### src/rtl/sprite_compositor_if.sv
// Pixel-stream, object-table, sprite-ROM and composited-output bundle for sprite_compositor.
`default_nettype none

interface sprite_compositor_if #(
  parameter int N_OBJ      = 5,
  parameter int LOG_FRAMES = 3
);
  logic [10:0]           hcount;
  logic [9:0]            vcount;
  logic                  hsync;
  logic                  vsync;
  logic                  blank;
  logic [N_OBJ*26-1:0]   obj_table;
  logic [11:0]           char_rgb;
  logic [11:0]           bg_rgb;
  logic [3:0]            rom_x;
  logic [3:0]            rom_y;
  logic [1:0]            rom_type;
  logic [LOG_FRAMES-1:0] rom_frame;
  logic [11:0]           rom_pixel;
  logic [11:0]           p_rgb;
  logic                  hsync_out;
  logic                  vsync_out;
  logic                  blank_out;
  logic [N_OBJ-1:0]      coll_flags;
  logic                  coll_valid;

  modport master (
    output hcount, vcount, hsync, vsync, blank, obj_table, char_rgb, bg_rgb, rom_pixel,
    input  rom_x, rom_y, rom_type, rom_frame, p_rgb, hsync_out, vsync_out, blank_out,
           coll_flags, coll_valid
  );

  modport slave (
    input  hcount, vcount, hsync, vsync, blank, obj_table, char_rgb, bg_rgb, rom_pixel,
    output rom_x, rom_y, rom_type, rom_frame, p_rgb, hsync_out, vsync_out, blank_out,
           coll_flags, coll_valid
  );
endinterface

`default_nettype wire

### src/rtl/sprite_compositor.sv
// sprite_compositor: per-frame object table, priority hit search, shared sprite-ROM lookup,
// 3-layer pixel compositing and per-frame character collision reporting.
`default_nettype none

module sprite_compositor #(
  parameter int          N_OBJ       = 5,
  parameter int          OBJ_W       = 15,
  parameter int          OBJ_H       = 16,
  parameter int          LOG_FRAMES  = 3,
  parameter logic [11:0] TRANSPARENT = 12'h000,
  parameter logic [11:0] DEFAULT_RGB = 12'hF0F
) (
  input  logic vclock,
  input  logic reset,
  sprite_compositor_if.slave bus
);
  localparam int IDX_W = (N_OBJ > 1) ? $clog2(N_OBJ) : 1;

  logic [N_OBJ*26-1:0]   table_q;
  logic                  vsync_d;
  logic                  frame_edge;
  logic [N_OBJ-1:0]      hit;
  logic                  any_hit;
  logic [IDX_W-1:0]      sel_idx;
  logic [3:0]            rel_x_c;
  logic [3:0]            rel_y_c;
  logic [1:0]            type_c;
  logic [LOG_FRAMES-1:0] frame_c;

  logic                  win_valid;
  logic [IDX_W-1:0]      win_idx;
  logic [3:0]            rel_x;
  logic [3:0]            rel_y;
  logic [1:0]            win_type;
  logic [LOG_FRAMES-1:0] win_frame;
  logic                  hsync_d1;
  logic                  vsync_d1;
  logic                  blank_d1;

  logic                  rom_opaque;
  logic                  coll_hit;
  logic [N_OBJ-1:0]      coll_new;
  logic [N_OBJ-1:0]      coll_acc;

  assign frame_edge = vsync_d & ~bus.vsync;

  // Bounds are widened by one bit so objects near the right/bottom edge cannot wrap.
  for (genvar i = 0; i < N_OBJ; i++) begin : g_slot
    logic [25:0] desc;
    logic [11:0] x_lo;
    logic [11:0] x_hi;
    logic [10:0] y_lo;
    logic [10:0] y_hi;
    assign desc = table_q[26*i +: 26];
    assign x_lo = {1'b0, desc[20:10]};
    assign x_hi = x_lo + 12'(OBJ_W);
    assign y_lo = {1'b0, desc[9:0]};
    assign y_hi = y_lo + 11'(OBJ_H);
    assign hit[i] = (|desc)
                  && ({1'b0, bus.hcount} >= x_lo) && ({1'b0, bus.hcount} < x_hi)
                  && ({1'b0, bus.vcount} >= y_lo) && ({1'b0, bus.vcount} < y_hi);
  end

  always_comb begin
    any_hit = |hit;
    sel_idx = '0;
    for (int i = N_OBJ - 1; i >= 0; i--) begin
      if (hit[i]) sel_idx = IDX_W'(i);
    end
    rel_x_c = '0;
    rel_y_c = '0;
    type_c  = '0;
    frame_c = '0;
    if (any_hit) begin
      rel_x_c = bus.hcount[3:0] - table_q[26*sel_idx + 10 +: 4];
      rel_y_c = bus.vcount[3:0] - table_q[26*sel_idx +: 4];
      type_c  = table_q[26*sel_idx + 21 +: 2];
      frame_c = table_q[26*sel_idx + 23 +: LOG_FRAMES];
    end
  end

  assign bus.rom_x     = rel_x;
  assign bus.rom_y     = rel_y;
  assign bus.rom_type  = win_type;
  assign bus.rom_frame = win_frame;

  assign rom_opaque = win_valid && (bus.rom_pixel != TRANSPARENT);
  assign coll_hit   = (bus.char_rgb != 12'h000) && rom_opaque && !blank_d1;
  assign coll_new   = coll_hit ? (N_OBJ'(1) << win_idx) : '0;

  always_ff @(posedge vclock) begin
    if (reset) begin
      table_q        <= '0;
      vsync_d        <= 1'b1;
      win_valid      <= 1'b0;
      win_idx        <= '0;
      rel_x          <= '0;
      rel_y          <= '0;
      win_type       <= '0;
      win_frame      <= '0;
      hsync_d1       <= 1'b1;
      vsync_d1       <= 1'b1;
      blank_d1       <= 1'b1;
      bus.p_rgb      <= '0;
      bus.hsync_out  <= 1'b1;
      bus.vsync_out  <= 1'b1;
      bus.blank_out  <= 1'b1;
      coll_acc       <= '0;
      bus.coll_flags <= '0;
      bus.coll_valid <= 1'b0;
    end else begin
      vsync_d   <= bus.vsync;
      if (frame_edge) table_q <= bus.obj_table;

      win_valid <= any_hit;
      win_idx   <= sel_idx;
      rel_x     <= rel_x_c;
      rel_y     <= rel_y_c;
      win_type  <= type_c;
      win_frame <= frame_c;
      hsync_d1  <= bus.hsync;
      vsync_d1  <= bus.vsync;
      blank_d1  <= bus.blank;

      // A transparent winner pixel deliberately does not reveal lower-priority objects.
      if (blank_d1)                      bus.p_rgb <= '0;
      else if (bus.char_rgb != 12'h000)  bus.p_rgb <= bus.char_rgb;
      else if (rom_opaque)               bus.p_rgb <= bus.rom_pixel;
      else if (bus.bg_rgb != 12'h000)    bus.p_rgb <= bus.bg_rgb;
      else                               bus.p_rgb <= DEFAULT_RGB;
      bus.hsync_out <= hsync_d1;
      bus.vsync_out <= vsync_d1;
      bus.blank_out <= blank_d1;

      bus.coll_valid <= frame_edge;
      if (frame_edge) begin
        bus.coll_flags <= coll_acc | coll_new;
        coll_acc       <= '0;
      end else begin
        coll_acc       <= coll_acc | coll_new;
      end
    end
  end
endmodule

`default_nettype wire

### src/flat_wrapper.sv
// flat-port wrapper written by rule: the top's interface ports become plain ports
module sprite_compositor_flat 
#(
  parameter int          N_OBJ       = 5,
  parameter int          OBJ_W       = 15,
  parameter int          OBJ_H       = 16,
  parameter int          LOG_FRAMES  = 3,
  parameter logic [11:0] TRANSPARENT = 12'h000,
  parameter logic [11:0] DEFAULT_RGB = 12'hF0F
)
  (vclock, reset, bus_hcount, bus_vcount, bus_hsync, bus_vsync, bus_blank, bus_obj_table, bus_char_rgb, bus_bg_rgb, bus_rom_pixel, bus_rom_x, bus_rom_y, bus_rom_type, bus_rom_frame, bus_p_rgb, bus_hsync_out, bus_vsync_out, bus_blank_out, bus_coll_flags, bus_coll_valid);
  sprite_compositor_if #(.N_OBJ(N_OBJ), .LOG_FRAMES(LOG_FRAMES)) bus_i ();
  input  logic vclock;
  input  logic reset;
  input wire logic [$bits(bus_i.hcount)-1:0] bus_hcount;
  input wire logic [$bits(bus_i.vcount)-1:0] bus_vcount;
  input wire logic [$bits(bus_i.hsync)-1:0] bus_hsync;
  input wire logic [$bits(bus_i.vsync)-1:0] bus_vsync;
  input wire logic [$bits(bus_i.blank)-1:0] bus_blank;
  input wire logic [$bits(bus_i.obj_table)-1:0] bus_obj_table;
  input wire logic [$bits(bus_i.char_rgb)-1:0] bus_char_rgb;
  input wire logic [$bits(bus_i.bg_rgb)-1:0] bus_bg_rgb;
  input wire logic [$bits(bus_i.rom_pixel)-1:0] bus_rom_pixel;
  output wire logic [$bits(bus_i.rom_x)-1:0] bus_rom_x;
  output wire logic [$bits(bus_i.rom_y)-1:0] bus_rom_y;
  output wire logic [$bits(bus_i.rom_type)-1:0] bus_rom_type;
  output wire logic [$bits(bus_i.rom_frame)-1:0] bus_rom_frame;
  output wire logic [$bits(bus_i.p_rgb)-1:0] bus_p_rgb;
  output wire logic [$bits(bus_i.hsync_out)-1:0] bus_hsync_out;
  output wire logic [$bits(bus_i.vsync_out)-1:0] bus_vsync_out;
  output wire logic [$bits(bus_i.blank_out)-1:0] bus_blank_out;
  output wire logic [$bits(bus_i.coll_flags)-1:0] bus_coll_flags;
  output wire logic [$bits(bus_i.coll_valid)-1:0] bus_coll_valid;
  assign bus_i.hcount = bus_hcount;
  assign bus_i.vcount = bus_vcount;
  assign bus_i.hsync = bus_hsync;
  assign bus_i.vsync = bus_vsync;
  assign bus_i.blank = bus_blank;
  assign bus_i.obj_table = bus_obj_table;
  assign bus_i.char_rgb = bus_char_rgb;
  assign bus_i.bg_rgb = bus_bg_rgb;
  assign bus_i.rom_pixel = bus_rom_pixel;
  assign bus_rom_x = bus_i.rom_x;
  assign bus_rom_y = bus_i.rom_y;
  assign bus_rom_type = bus_i.rom_type;
  assign bus_rom_frame = bus_i.rom_frame;
  assign bus_p_rgb = bus_i.p_rgb;
  assign bus_hsync_out = bus_i.hsync_out;
  assign bus_vsync_out = bus_i.vsync_out;
  assign bus_blank_out = bus_i.blank_out;
  assign bus_coll_flags = bus_i.coll_flags;
  assign bus_coll_valid = bus_i.coll_valid;
  sprite_compositor #(.N_OBJ(N_OBJ), .OBJ_W(OBJ_W), .OBJ_H(OBJ_H), .LOG_FRAMES(LOG_FRAMES), .TRANSPARENT(TRANSPARENT), .DEFAULT_RGB(DEFAULT_RGB)) u_core (.vclock(vclock), .reset(reset), .bus(bus_i));
endmodule
### config.mk
export PLATFORM = sky130hd
export DESIGN_NAME = sprite_compositor_flat
export DESIGN_NICKNAME = d
export VERILOG_FILES = /design/src/rtl/sprite_compositor_if.sv /design/src/rtl/sprite_compositor.sv /design/src/flat_wrapper.sv
export SDC_FILE = /design/constraint.sdc
export NUM_CORES = 1
export LEC_CHECK = 0
export ABC_AREA = 1
export BUFFER_PORTS_ARGS = -buffer_cell sky130_fd_sc_hd__buf_2
export CAP_MARGIN = 20
export CORE_ASPECT_RATIO = 0.8
export CORE_MARGIN = 4
export CORE_UTILIZATION = 43
export CTS_CLUSTER_SIZE = 40
export DETAILED_ROUTE_END_ITERATION = 12
export HOLD_SLACK_MARGIN = 0.05
export PLACE_DENSITY = 0.74
export SLEW_MARGIN = 30
export SYNTH_ARGS = -nofsm -noshare
export SYNTH_HDL_FRONTEND = slang
export SYNTH_SLANG_ARGS = --single-unit
### constraint.sdc
create_clock -name vclock -period 4.65 [get_ports vclock]
set_input_delay 0.2325 -clock vclock [delete_from_list [all_inputs] [get_ports vclock]]
set_output_delay 0.2325 -clock vclock [all_outputs]
set_load 0.02 [all_outputs]
==> results of run 1 <==
-- area by class of cell --
cell class              count  area, um2  share of cell area
clock buffers              20        447              0.0271
flip-flops and latches    176       3520               0.214
multi-input cells        1356       8520               0.518
well taps                 406        508              0.0309
clock inverters            12        159             0.00965
inverters                 223        840              0.0510
repair buffers            358       2460               0.150
-- synthesized netlist by cell type (all sizes together) (2+ instances only) --
cell / number
nand3: 99
o21a: 10
a211oi: 4
nand4: 34
nor3b: 4
and3: 2
or2: 5
dfxtp: 176
nor2: 140
xnor2: 12
fa: 2
nand2: 398
nor3: 19
o21ai: 183
a21oi: 115
o211ai: 16
xor2: 45
a41o: 3
o21bai: 7
buf: 9
a21o: 3
nor4: 16
clkbuf: 33
ha: 216
inv: 222
a31oi: 5
nand3b: 14
-- sequential cells by signal, indices dropped and copies added (netlist names) --
name and count:
u_core.bus.rom_x 4, u_core.bus.hsync_out 1, u_core.bus.vsync_out 1, u_core.hsync_d1 1, u_core.blank_d1 1, u_core.bus.rom_y 4, u_core.table_q 130, u_core.bus.rom_frame 3
u_core.bus.coll_flags 5, u_core.bus.rom_type 2, u_core.bus.blank_out 1, u_core.win_idx 3, u_core.vsync_d 1, u_core.bus.coll_valid 1, u_core.coll_acc 5, u_core.bus.p_rgb 12
u_core.win_valid 1
-- cell families after synthesis --
logic type	synth area share
AOI/OAI and AO/OA	0.150
adders and majority gates	0.210
DFF	0.270
xor gates and xnor gates	0.0382
buffers and inverters	0.0800
and+or+nand+nor	0.252
-- power groups by stage --
stage          clock, W  combinational (W)  sequential (W)
6_report        0.00151            0.00137         0.00167
5_1_grt         0.00161            0.00154         0.00167
4_1_cts         0.00154            0.00134         0.00166
3_5_place_dp          0            0.00125         0.00170
3_3_place_gp          0            0.00120         0.00169
2_1_floorplan         0           0.000843         0.00170
-- through the flow --
| stage | power (W) | setup slack (ns) | std cells | cell area [um2] | utilization |
|---|---|---|---|---|---|
| floorplan | 0.00254 | 0.919 | 1797 | 13100 | - |
| global placement | 0.00289 | 0.538 | 2391 | 14600 | 0.491 |
| detailed placement | 0.00295 | 0.372 | 2391 | 14600 | 0.491 |
| CTS | 0.00455 | 0.340 | 2550 | 16400 | 0.554 |
| global route | 0.00482 | 0.0341 | 2551 | 16500 | 0.555 |
| finish | 0.00455 | 0.459 | 2551 | 16500 | 0.555 |
-- tightest hold or removal path, stage by stage --
cell     delay [ns]
buf_2          0.08
nand2_1        0.08
o21ai_0        0.08
-- worst max path at each step --
stage | startpoint | endpoint | slack, ns | cells after the start
6_report | u_core.table_q[62] | u_core.bus.rom_x[3] | 0.46 | 29
3_5_place_dp | u_core.table_q[62] | u_core.bus.rom_x[3] | 0.37 | 28
2_1_floorplan | u_core.table_q[62] | u_core.bus.rom_y[3] | 0.92 | 28
4_1_cts | u_core.table_q[62] | u_core.bus.rom_x[3] | 0.34 | 28
3_3_place_gp | u_core.table_q[62] | u_core.bus.rom_x[3] | 0.54 | 28
5_1_grt | u_core.table_q[62] | u_core.bus.rom_y[3] | 0.03 | 28
-- layer usage --
layer | global-route usage | vias to the layer above
met2 | 0.425 | 572
met1 | 0.331 | 6260
li1 | - | 6677
met4 | 0.0870 | 0
met5 | 0 | -
met3 | 0.0464 | 90
-- timing repair --
item,CTS,global route
resized for setup,0,5
endpoints found under the setup margin,0,2
hold endpoints to repair,127,1
hold buffers,127,1
==> summary.md, run 1 <==
| Metric | Value |
|---|---|
| Routed via count | `13599` |
| Most frequent cells in the layout | `388 x nand2_1, 225 x buf_2, 216 x ha_1` |
| Hold Startpoint | `bus_obj_table[127]` |
| Comb pwr share | `0.301` |
| I/O pin cnt | `226` |
| Hold Crit Depth | `3` |
| Clock sink count | `176` |
| Final HPWL DP | `32200 um` |
| 1st-iter DRT viols | `1106` |
| Sw Pwr | `0.00154 W` |
| Seq cells post-synth | `176` |
| Initial core utilization | `0.441` |
| Setup-failing EPs final | `0` |
| Final period util | `0.901` |
| Prevailing post-synth register cell | `dfxtp_1` |
| Fmax | `239 MHz` |
| Reg power frac | `0.366` |
| Critical path endpoint category | `flop` |
| H-tree depth | `4` |
| Syn-to-layout area delta | `26.1%` |
| Critical R2R Launch | `u_core.table_q[62]` |
| Post-Syn Nets | `2207` |
| Critical Path RT | `4.99 ns` |
| Post-synth EDFFs | `0` |
| Flop2flop setup slack | `0.46 ns` |
| WS Path Type | `flop to flop` |
| Overflow after GRT | `0` |
| Total Routed Length | `42900 um` |
| Routed length on met2 | `19500 um` |
| DRT Pass-1 Iters | `6` |
| Highest Signal Layer | `met4` |
| Tmin final | `4.19 ns` |
| Synth top area share | `0.270` |
| Slew Viols, Final | `0` |
| Fin Hold WS | `0.0591 ns` |
| Post-synthesis cell type count | `50` |
| VDD IR max | `0.284 mV` |
| Vias in the first global route | `13289` |
| Post-route ant nets | `0` |
| Max Root-Sink Buffers | `2` |
| Slew headroom | `0.411` |
| Setup Fix Bufs, Post-CTS | `0` |
| Switch share | `0.339` |
| Worst-path clk slew | `0.07 ns` |
| Internal Power | `0.00301 W` |
| Die area | `33200 um2` |
| Asr flop ratio synth | `0` |
| Chip Width | `203 um` |
| Nets | `2542` |
| Vias per cell | `5.33` |
| M1 WL | `18800 um` |
| Yosys Warn Count | `0` |
| Crit-path most repeated cell | `nand2_1` |
| GR Util All Layers | `0.254` |
| Hold Violations, Final | `0` |
| Setup TNS | `0 ns` |
| CP Max Fanout | `40` |
| Top Family by Delay on Critical Path | `simple AND/OR/NAND/NOR gates` |
| Register area share after synthesis | `0.270` |
| ANT cells | `0` |
| Cell taking the most area after synthesis | `dfxtp_1` |
| Cells after synthesis | `1797` |
| Initial antenna violation count | `0` |
| Buffers and inverters on the worst path | `4` |
| TritonCTS Buffers | `17` |
| Fill cells | `2712` |
| Post-synthesis cell area | `13100 um2` |
| CP max stage delay | `0.35 ns` |
| Clock network power share | `0.333` |
| Status | `finished clean` |
| DRC Markers | `0` |
| Worst hold path endpoint | `u_core.table_q[127]` |
| Slew @ Worst Pin | `0.881 ns` |
| Pwr dens | `276 nW/um2` |
| Max-cap violation count | `0` |
| Crit path launch type | `flop` |
| RSZ-0062 raised after global routing | `no` |
| Hold WC Path Type | `input port to flop` |
| Critical path arrival | `4.53 ns` |
| Metal3 WL | `3390 um` |
| Synthesized area per cell | `7.27 um2` |
| Critical Path Slowest Stage Cell | `dfxtp_1` |
| R2r worst-path depth | `29` |
| Port Buffers | `225` |
| CTS tree | `done` |
| Fraction of layout cells with a size suffix above 1 | `0.157` |
| Largest net degree at the start of global routing | `123` |
| Reg2reg end | `u_core.bus.rom_x[3]` |
| Gpl congestion | `0.920` |
| Die span in y | `164 um` |
| Commonest non-fill, non-tap cell in the layout | `nand2_1` |
| Clk_lat worst skew | `0.44 ns` |
| Leak Pwr | `7.62 nW` |
| FP Rows | `56` |
| Max Clock Skew | `0.00930 ns` |
| Top post-synthesis cells by area | `dfxtp_1 27%, ha_1 21%, nand2_1 11%, o21ai_0 6.2%, inv_1 6.0%` |
| Avg WL per Cell | `16.8 um` |
| CORE AREA | `29600 um2` |
| Root buffer cell | `clkbuf_16` |
| First-pass GRT wire length | `68000 um` |
Note: power is estimated with default switching activity, not from simulation.
==> run 2, diff against run 1 <==
- ABC_AREA: 1 -> unset
==> run 2 against run 1 <==
Critical path depth is 7 lower. Critical path type unchanged. Largest power group unchanged. Clock power is 5% lower. Highest routed layer unchanged. Synthesized cell count is 18% lower.
==> summary.md, run 2 <==
| Metric | Value |
|---|---|
| Most frequent cells in the layout | `225 x buf_2, 215 x ha_1, 171 x dfxtp_1` |
| Slew headroom | `0.262 (-0.149)` |
| Vias per cell | `5.78 (+8.5%)` |
| Worst hold path endpoint | `u_core.table_q[88]` |
| H-tree depth | `4 (unchanged)` |
| 1st-iter DRT viols | `1212 (+9.6%)` |
| First-pass GRT wire length | `69300 um (+1.9%)` |
| Gpl congestion | `0.956 (+3.8%)` |
| Hold Startpoint | `bus_obj_table[88]` |
| Max reg flops | `130 (unchanged)` |
| Clk_lat worst skew | `0.45 ns (about the same)` |
| Tmin final | `4.50 ns (+0.308 ns)` |
| FP Rows | `54 (-3.6%)` |
| Hold Crit Depth | `3 (unchanged)` |
| Crit path launch type | `flop` |
| Prevailing post-synth register cell | `dfxtp_1` |
| Seq cells post-synth | `176 (unchanged)` |
| Setup TNS | `0 ns (unchanged)` |
| Max-cap violation count | `0 (unchanged)` |
| R2r worst-path depth | `22 (-24%)` |
| Slew @ Worst Pin | `1.10 ns (+0.217 ns)` |
| Status | `finished clean` |
| Yosys Warn Count | `0 (unchanged)` |
| Post-route ant nets | `0 (unchanged)` |
| Critical path endpoint category | `flop` |
| Cell taking the most area after synthesis | `dfxtp_1` |
| Syn-to-layout area delta | `31.0%` |
| WS Path Type | `flop to flop` |
| TritonCTS Buffers | `17 (unchanged)` |
| Final HPWL DP | `32800 um (+2.0%)` |
| VDD IR max | `0.280 mV (-1.2%)` |
| Setup-failing EPs final | `0 (unchanged)` |
| Initial antenna violation count | `0 (unchanged)` |
| CP max stage delay | `0.39 ns (+0.04 ns)` |
| Post-synth EDFFs | `0 (unchanged)` |
| CTS tree | `done` |
| Chip Width | `197 um (-3.1%)` |
| Root buffer cell | `clkbuf_16` |
| Buffers and inverters on the worst path | `3 (-1)` |
| GR Util All Layers | `0.277 (+0.0236)` |
| Fraction of layout cells with a size suffix above 1 | `0.186 (+0.0285)` |
| Register area share after synthesis | `0.288 (+0.0181)` |
| Post-synthesis cell type count | `64 (+28%)` |
| DRC Markers | `0 (unchanged)` |
| Clock sink count | `176 (unchanged)` |
| CP Max Fanout | `8 (-80%)` |
| Nets | `2256 (-11%)` |
| Max Clock Skew | `0.0159 ns (+0.00663 ns)` |
| Critical R2R Launch | `u_core.table_q[36]` |
| Top post-synthesis cells by count | `216 x ha_1, 176 x dfxtp_1, 173 x nand2_1` |
| Largest net degree at the start of global routing | `78 (-37%)` |
| Vias in the first global route | `12785 (-3.8%)` |
| Cells after synthesis | `1469 (-18%)` |
| Routed via count | `12863 (-5.4%)` |
| Fin area | `16000 um2 (-2.6%)` |
| Flop2flop setup slack | `0.15 ns (-0.31 ns)` |
| Avg WL per Cell | `20.2 um (+20%)` |
| Synthesized area per cell | `8.33 um2 (+15%)` |
| Overflow after GRT | `0 (unchanged)` |
| Initial core utilization | `0.443 (+0.00230)` |
| Biggest register | `u_core.table_q` |
| Die area | `31200 um2 (-6.0%)` |
| Crit-path most repeated cell | `ha_1` |
| Port Buffers | `225 (unchanged)` |
| Hold Violations, Final | `0 (unchanged)` |
| Registers with the most flip-flops | `u_core.table_q x130, u_core.bus.p_rgb x12` |
| Hold WC Path Type | `input port to flop` |
| Commonest non-fill, non-tap cell in the layout | `buf_2` |
| Asr flop ratio synth | `0 (unchanged)` |
| Crit path cell chain | `inv_1 > ha_1 > nand2_2 > nand2_1 > xnor2_1 > ha_1 > a2111oi_2 > o211ai_1 > o21ai_1 > buf_4 > nand4_1 > o21a_4 > and3_4 > a21oi_1 > a22o_1 > ha_1 > inv_1 > a21o_1 > a21oi_1 > xnor2_1 > nor2b_1 > mux2_4` |
| Leak Pwr | `6.94 nW (-8.9%)` |
| Final period util | `0.967 (+0.0662)` |
| Top Family by Delay on Critical Path | `compound AO/OA/AOI/OAI gates` |
| Synth top area share | `0.288 (+0.0181)` |
| Die span in y | `159 um (-3.0%)` |
| Reg2reg end | `u_core.bus.rom_y[3]` |
| Post-synthesis cell area | `12200 um2 (-6.3%)` |
| Slew Viols, Final | `0 (unchanged)` |
| DRT Pass-1 Iters | `6 (unchanged)` |
| Fill cells | `2390 (-12%)` |
| Max Root-Sink Buffers | `2 (unchanged)` |
| Critical Path RT | `4.99 ns (about the same)` |
| Top-count cell post-synth | `ha_1` |
| Critical path arrival | `4.84 ns (+0.31 ns)` |
| Critical Path Slowest Stage Cell | `dfxtp_1` |
| Area post-placement | `13900 um2 (-4.6%)` |
| CORE AREA | `27600 um2 (-6.8%)` |
| Worst-path clk slew | `0.08 ns (about the same)` |
| Top post-synthesis cells by area | `dfxtp_1 29%, ha_1 22%, o21ai_0 6.4%, nand2_1 5.3%, xnor2_1 4.8%` |
| Fmax | `222 MHz (-6.8%)` |
| Total Routed Length | `44800 um (+4.5%)` |
| Pwr dens | `277 nW/um2 (+0.15%)` |
| I/O pin cnt | `226 (unchanged)` |
| Post-Syn Nets | `1879 (-15%)` |
-- run 2: worst reg2reg max path: stages (launching register included) --
cell and delay, ns:
dfxtp_1 0.39, inv_1 0.14, ha_1 0.27, nand2_2 0.13
nand2_1 0.10, xnor2_1 0.14, ha_1 0.21, a2111oi_2 0.37
o211ai_1 0.18, o21ai_1 0.18, buf_4 0.16, nand4_1 0.24
o21a_4 0.26, and3_4 0.20, a21oi_1 0.17, a22o_1 0.16
ha_1 0.19, inv_1 0.06, a21o_1 0.17, a21oi_1 0.17
xnor2_1 0.11, nor2b_1 0.15, mux2_4 0.26
-- run 2: logic make-up after synthesis --
group	synth area share
AO/OA/AOI/OAI	0.209
multiplexers	0.00634
flip-flops	0.288
buffers and inverters	0.0550
XOR/XNOR	0.0494
adder cells (fa/ha/maj)	0.224
AND/OR/NAND/NOR	0.168
-- run 2: area by class of cell --
cell class	count	area [um2]	area share
multi-input cells	1118	8170	0.510
flip-flops and latches	176	3530	0.220
repair buffers	398	2790	0.174
inverters	135	509	0.0318
well taps	364	455	0.0284
clock buffers	17	425	0.0265
clock inverters	15	149	0.00929
diodes	1	2.50	0.000156
-- run 2: layer usage --
metal	global-route usage	vias to the layer above	wire, um
met5	0	-	0
met4	0.0854	0	1240
met3	0.0559	102	4400
met2	0.423	719	19300
met1	0.396	5986	19900
li1	-	6056	-
-- run 2: worst max-delay path by stage --
stage | end | start | slack, ns | cells after the start
floorplan | u_core.bus.rom_y[3] | u_core.table_q[88] | 0.55 | 20
global placement | u_core.bus.rom_x[3] | u_core.table_q[40] | 0.14 | 20
detailed placement | u_core.bus.rom_x[3] | u_core.table_q[88] | 0.06 | 19
CTS | u_core.bus.rom_x[3] | u_core.table_q[88] | 0.04 | 19
global route | u_core.bus.rom_y[3] | u_core.table_q[88] | -0.06 | 21
finish | u_core.bus.rom_y[3] | u_core.table_q[36] | 0.15 | 22
-- run 2: where the power goes --
| group | switching (W) | internal [W] |
|---|---|---|
| sequential | 0.0000939 | 0.00160 |
| combinational | 0.000728 | 0.000583 |
| clock | 0.000724 | 0.000711 |
| total | 0.00155 | 0.00289 |
-- run 2: repair_timing --
item | 4_1_cts | 5_1_grt
hold buffers | 138 | 0
buffers inserted | 0 | 6
pin swaps | 0 | 10
endpoints found under the setup margin | 1 | 5
endpoints found under the hold margin | 138 | 0
gates resized for setup | 1 | 33
gates cloned | 0 | 0
-- run 2: metrics by stage --
stage / std cells / setup slack, ns / utilization / power [W] / hold slack (ns)
floorplan: 1469 / 0.551 / - / 0.00242 / 0.336
global placement: 2047 / 0.141 / 0.503 / 0.00283 / 0.393
detailed placement: 2047 / 0.0573 / 0.503 / 0.00287 / 0.398
CTS: 2217 / 0.0389 / 0.573 / 0.00438 / 0.0534
global route: 2223 / -0.0617 / 0.580 / 0.00465 / 0.0600
finish: 2224 / 0.151 / 0.580 / 0.00444 / 0.0558
==> run 3, diff against run 2 <==
- PLACE_DENSITY: 0.74 -> 0.75
- clock period: 4.65 -> 4 ns (I/O delays scaled with it)
==> run 3 against run 2 <==
The run now ends with negative setup slack left. Sequential share of layout area fell by 2.5 points. First-iteration DRC count rose by 22%. Register-to-register slack got worse by 0.39 ns. Largest cell class unchanged. Highest routed layer unchanged. Die area did not move. Sequential cell count did not move. Non-clock buffer count rose by 209. Combinational power rose by 49%. Global-route usage rose by 2.4 points. Worst setup slack got worse by 0.39 ns. Critical path type unchanged. Critical endpoint unchanged.
==> summary.md, run 3 (synthesis gave the netlist of run 2 again) <==
| Metric | Value |
|---|---|
| Status | `finished with violations` |
| Registers with the most flip-flops | `u_core.table_q x130, u_core.bus.p_rgb x12` |
| Critical path arrival | `4.59 ns (-0.25 ns)` |
| Initial core utilization | `0.443 (unchanged)` |
| Critical Path RT | `4.34 ns (-0.65 ns)` |
| Placed insts | `2221 (+8.5%)` |
| Vias per cell | `5.77 (-0.21%)` |
| Gpl congestion | `1.01 (+5.4%)` |
| Max Clock Skew | `0.0134 ns (-0.00250 ns)` |
| RSZ-0062 raised after global routing | `yes` |
| CP Max Fanout | `5 (-3)` |
| Port Buffers | `225 (unchanged)` |
| Initial antenna violation count | `0 (unchanged)` |
| Sw Pwr | `0.00199 W (+29%)` |
| Max-cap violation count | `0 (unchanged)` |
| Slew @ Worst Pin | `0.923 ns (-0.175 ns)` |
| Syn-to-layout area delta | `48.6%` |
| Hold Violations, Final | `0 (unchanged)` |
| Internal Power | `0.00364 W (+26%)` |
| Worst-path clk slew | `0.08 ns (about the same)` |
| I/O pin cnt | `226 (unchanged)` |
| Failing checks | `negative setup slack` |
| Crit path cell chain | `nor3_4 > nand2_2 > nand3_2 > xnor2_1 > ha_1 > a2111oi_4 > o211ai_1 > o21ai_2 > buf_4 > nand4_1 > o21a_2 > buf_6 > and3_4 > a21oi_2 > a22o_1 > ha_2 > inv_1 > a21o_1 > a21oi_2 > xnor2_1 > nor2b_1 > mux2_4` |
| Reg power frac | `0.347 (-0.034)` |
| DRC Markers | `0 (unchanged)` |
| Critical path endpoint category | `flop` |
| H-tree depth | `4 (unchanged)` |
| Fill cells | `2149 (-10%)` |
| CP max stage delay | `0.38 ns (about the same)` |
| Post-route insts no fill | `2432 (+9.4%)` |
| First-pass GRT wire length | `75300 um (+8.7%)` |
| CORE AREA | `27600 um2 (unchanged)` |
| Pwr dens | `309 nW/um2 (+12%)` |
| Post-route ant nets | `0 (unchanged)` |
| Fin Hold WS | `0.0825 ns (+0.0267 ns)` |
| Nets | `2465 (+9.3%)` |
| Setup-failing EPs final | `6 (+6)` |
| Crit path launch type | `flop` |
| Biggest register | `u_core.table_q` |
| Fraction of layout cells with a size suffix above 1 | `0.302 (+0.117)` |
| ANT cells | `0 (-1)` |
| Root buffer cell | `clkbuf_16` |
| Total Routed Length | `50100 um (+12%)` |
| Max reg flops | `130 (unchanged)` |
| Area post-placement | `15300 um2 (+9.9%)` |
| Fmax | `236 MHz (+6.0%)` |
| Commonest non-fill, non-tap cell in the layout | `buf_2` |
| Final HPWL DP | `35600 um (+8.5%)` |
| PnR worst setup slack | `-0.243 ns (-0.394 ns)` |
| Most frequent cells in the layout | `226 x buf_2, 217 x buf_4, 204 x ha_1` |
| 1st-iter DRT viols | `1480 (+22%)` |
| DRT Pass-1 Iters | `9 (+3)` |
| TritonCTS Buffers | `17 (unchanged)` |
| Comb pwr share | `0.346 (+0.050)` |
| Leak Pwr | `8.06 nW (+16%)` |
| Avg WL per Cell | `20.6 um (+2.1%)` |
| Critical Path Slowest Stage Cell | `dfxtp_4` |
| Routed via count | `14037 (+9.1%)` |
| Hold WC Path Type | `input port to flop` |
| Clock sink count | `176 (unchanged)` |
| Clk_lat worst skew | `0.46 ns (about the same)` |
| Slew Viols, Final | `0 (unchanged)` |
| FP Rows | `54 (unchanged)` |
| VDD IR max | `0.339 mV (+21%)` |
| Fin area | `18200 um2 (+13%)` |
| Die span in y | `159 um (unchanged)` |
| Final period util | `1.06 (+0.0932)` |
| Setup TNS | `-0.643 ns (-0.643 ns)` |
| Vias in the first global route | `13980 (+9.3%)` |
| WS Path Type | `flop to flop` |
| Max Root-Sink Buffers | `2 (unchanged)` |
| Clock network power share | `0.307 (-0.016)` |
| GR Util All Layers | `0.302 (+0.0242)` |
| Switch share | `0.353 (+0.00475)` |
| Overflow after GRT | `0 (unchanged)` |
| Die area | `31200 um2 (unchanged)` |
| Slew headroom | `0.385 (+0.122)` |
| Chip Width | `197 um (unchanged)` |
| Tmin final | `4.24 ns (-0.256 ns)` |
| CTS tree | `done` |
| Largest net degree at the start of global routing | `106 (+36%)` |
run 3: cell types whose count changed in the layout (fill, tap and decap cells not counted), moves of 10 or more:
cell	delta
a21oi_1	-10
buf_6	+13
a21oi_2	+10
ha_1	-11
buf_4	+184
dfxtp_1	-11
run 3: through the flow:
stage / utilization / setup slack (ns) / power, W
floorplan: - / 0.00539 / 0.00282
global placement: 0.552 / -0.187 / 0.00348
detailed placement: 0.552 / -0.362 / 0.00354
CTS: 0.640 / -0.0798 / 0.00544
global route: 0.658 / -0.405 / 0.00584
finish: 0.658 / -0.243 / 0.00563
run 3: final timing paths:
check	start	to	slack (ns)	cells past startpoint
worst max register to register	u_core.table_q[36]	u_core.bus.rom_y[3]	-0.24	22
worst min register to register	u_core.hsync_d1	u_core.bus.hsync_out	0.41	1
worst min-delay path	reset	u_core.win_idx[0]	0.08	2
worst max-delay path	u_core.table_q[36]	u_core.bus.rom_y[3]	-0.24	22
run 3: what timing repair did:
item,4_1_cts,5_1_grt
gates resized for setup,77,79
pin swaps,34,77
endpoints found under the setup margin,6,6
endpoints found under the hold margin,145,0
cloned,0,1
hold buffers,145,0
setup buffers,11,23
run 3: power groups by stage:
stage	sequential (W)	clock, W	combinational, W
floorplan	0.00198	0	0.000839
global placement	0.00197	0	0.00151
detailed placement	0.00198	0	0.00156
CTS	0.00194	0.00173	0.00177
global route	0.00196	0.00179	0.00210
finish	0.00195	0.00173	0.00195
run 3: routing by layer:
metal  track usage  share of wire  vias to the layer above
met3        0.0650           0.10                      175
met1         0.405           0.42                     6575
li1              -              -                     6483
met2         0.464           0.43                      804
met5             0              0                        -
met4         0.137          0.048                        0
run 3: layout make-up:
type                       count  area [um2]  share of cell area
clock buffer                  17         425              0.0234
clock inverter                15         163             0.00895
inverter                     135         517              0.0284
multi-input combinational   1118        8600               0.473
sequential                   176        3550               0.195
tap                          364         455              0.0250
timing repair buffer         607        4470               0.246
run 3: worst max-delay path: cells and delay by family (launching register included):
kind | cells | cell delay [ns]
compound gates | 8 | 1.50
xor+xnor | 2 | 0.23
fa+ha+maj | 2 | 0.49
buf+inv | 3 | 0.33
flops | 1 | 0.38
mux | 1 | 0.26
simple gates | 6 | 0.93
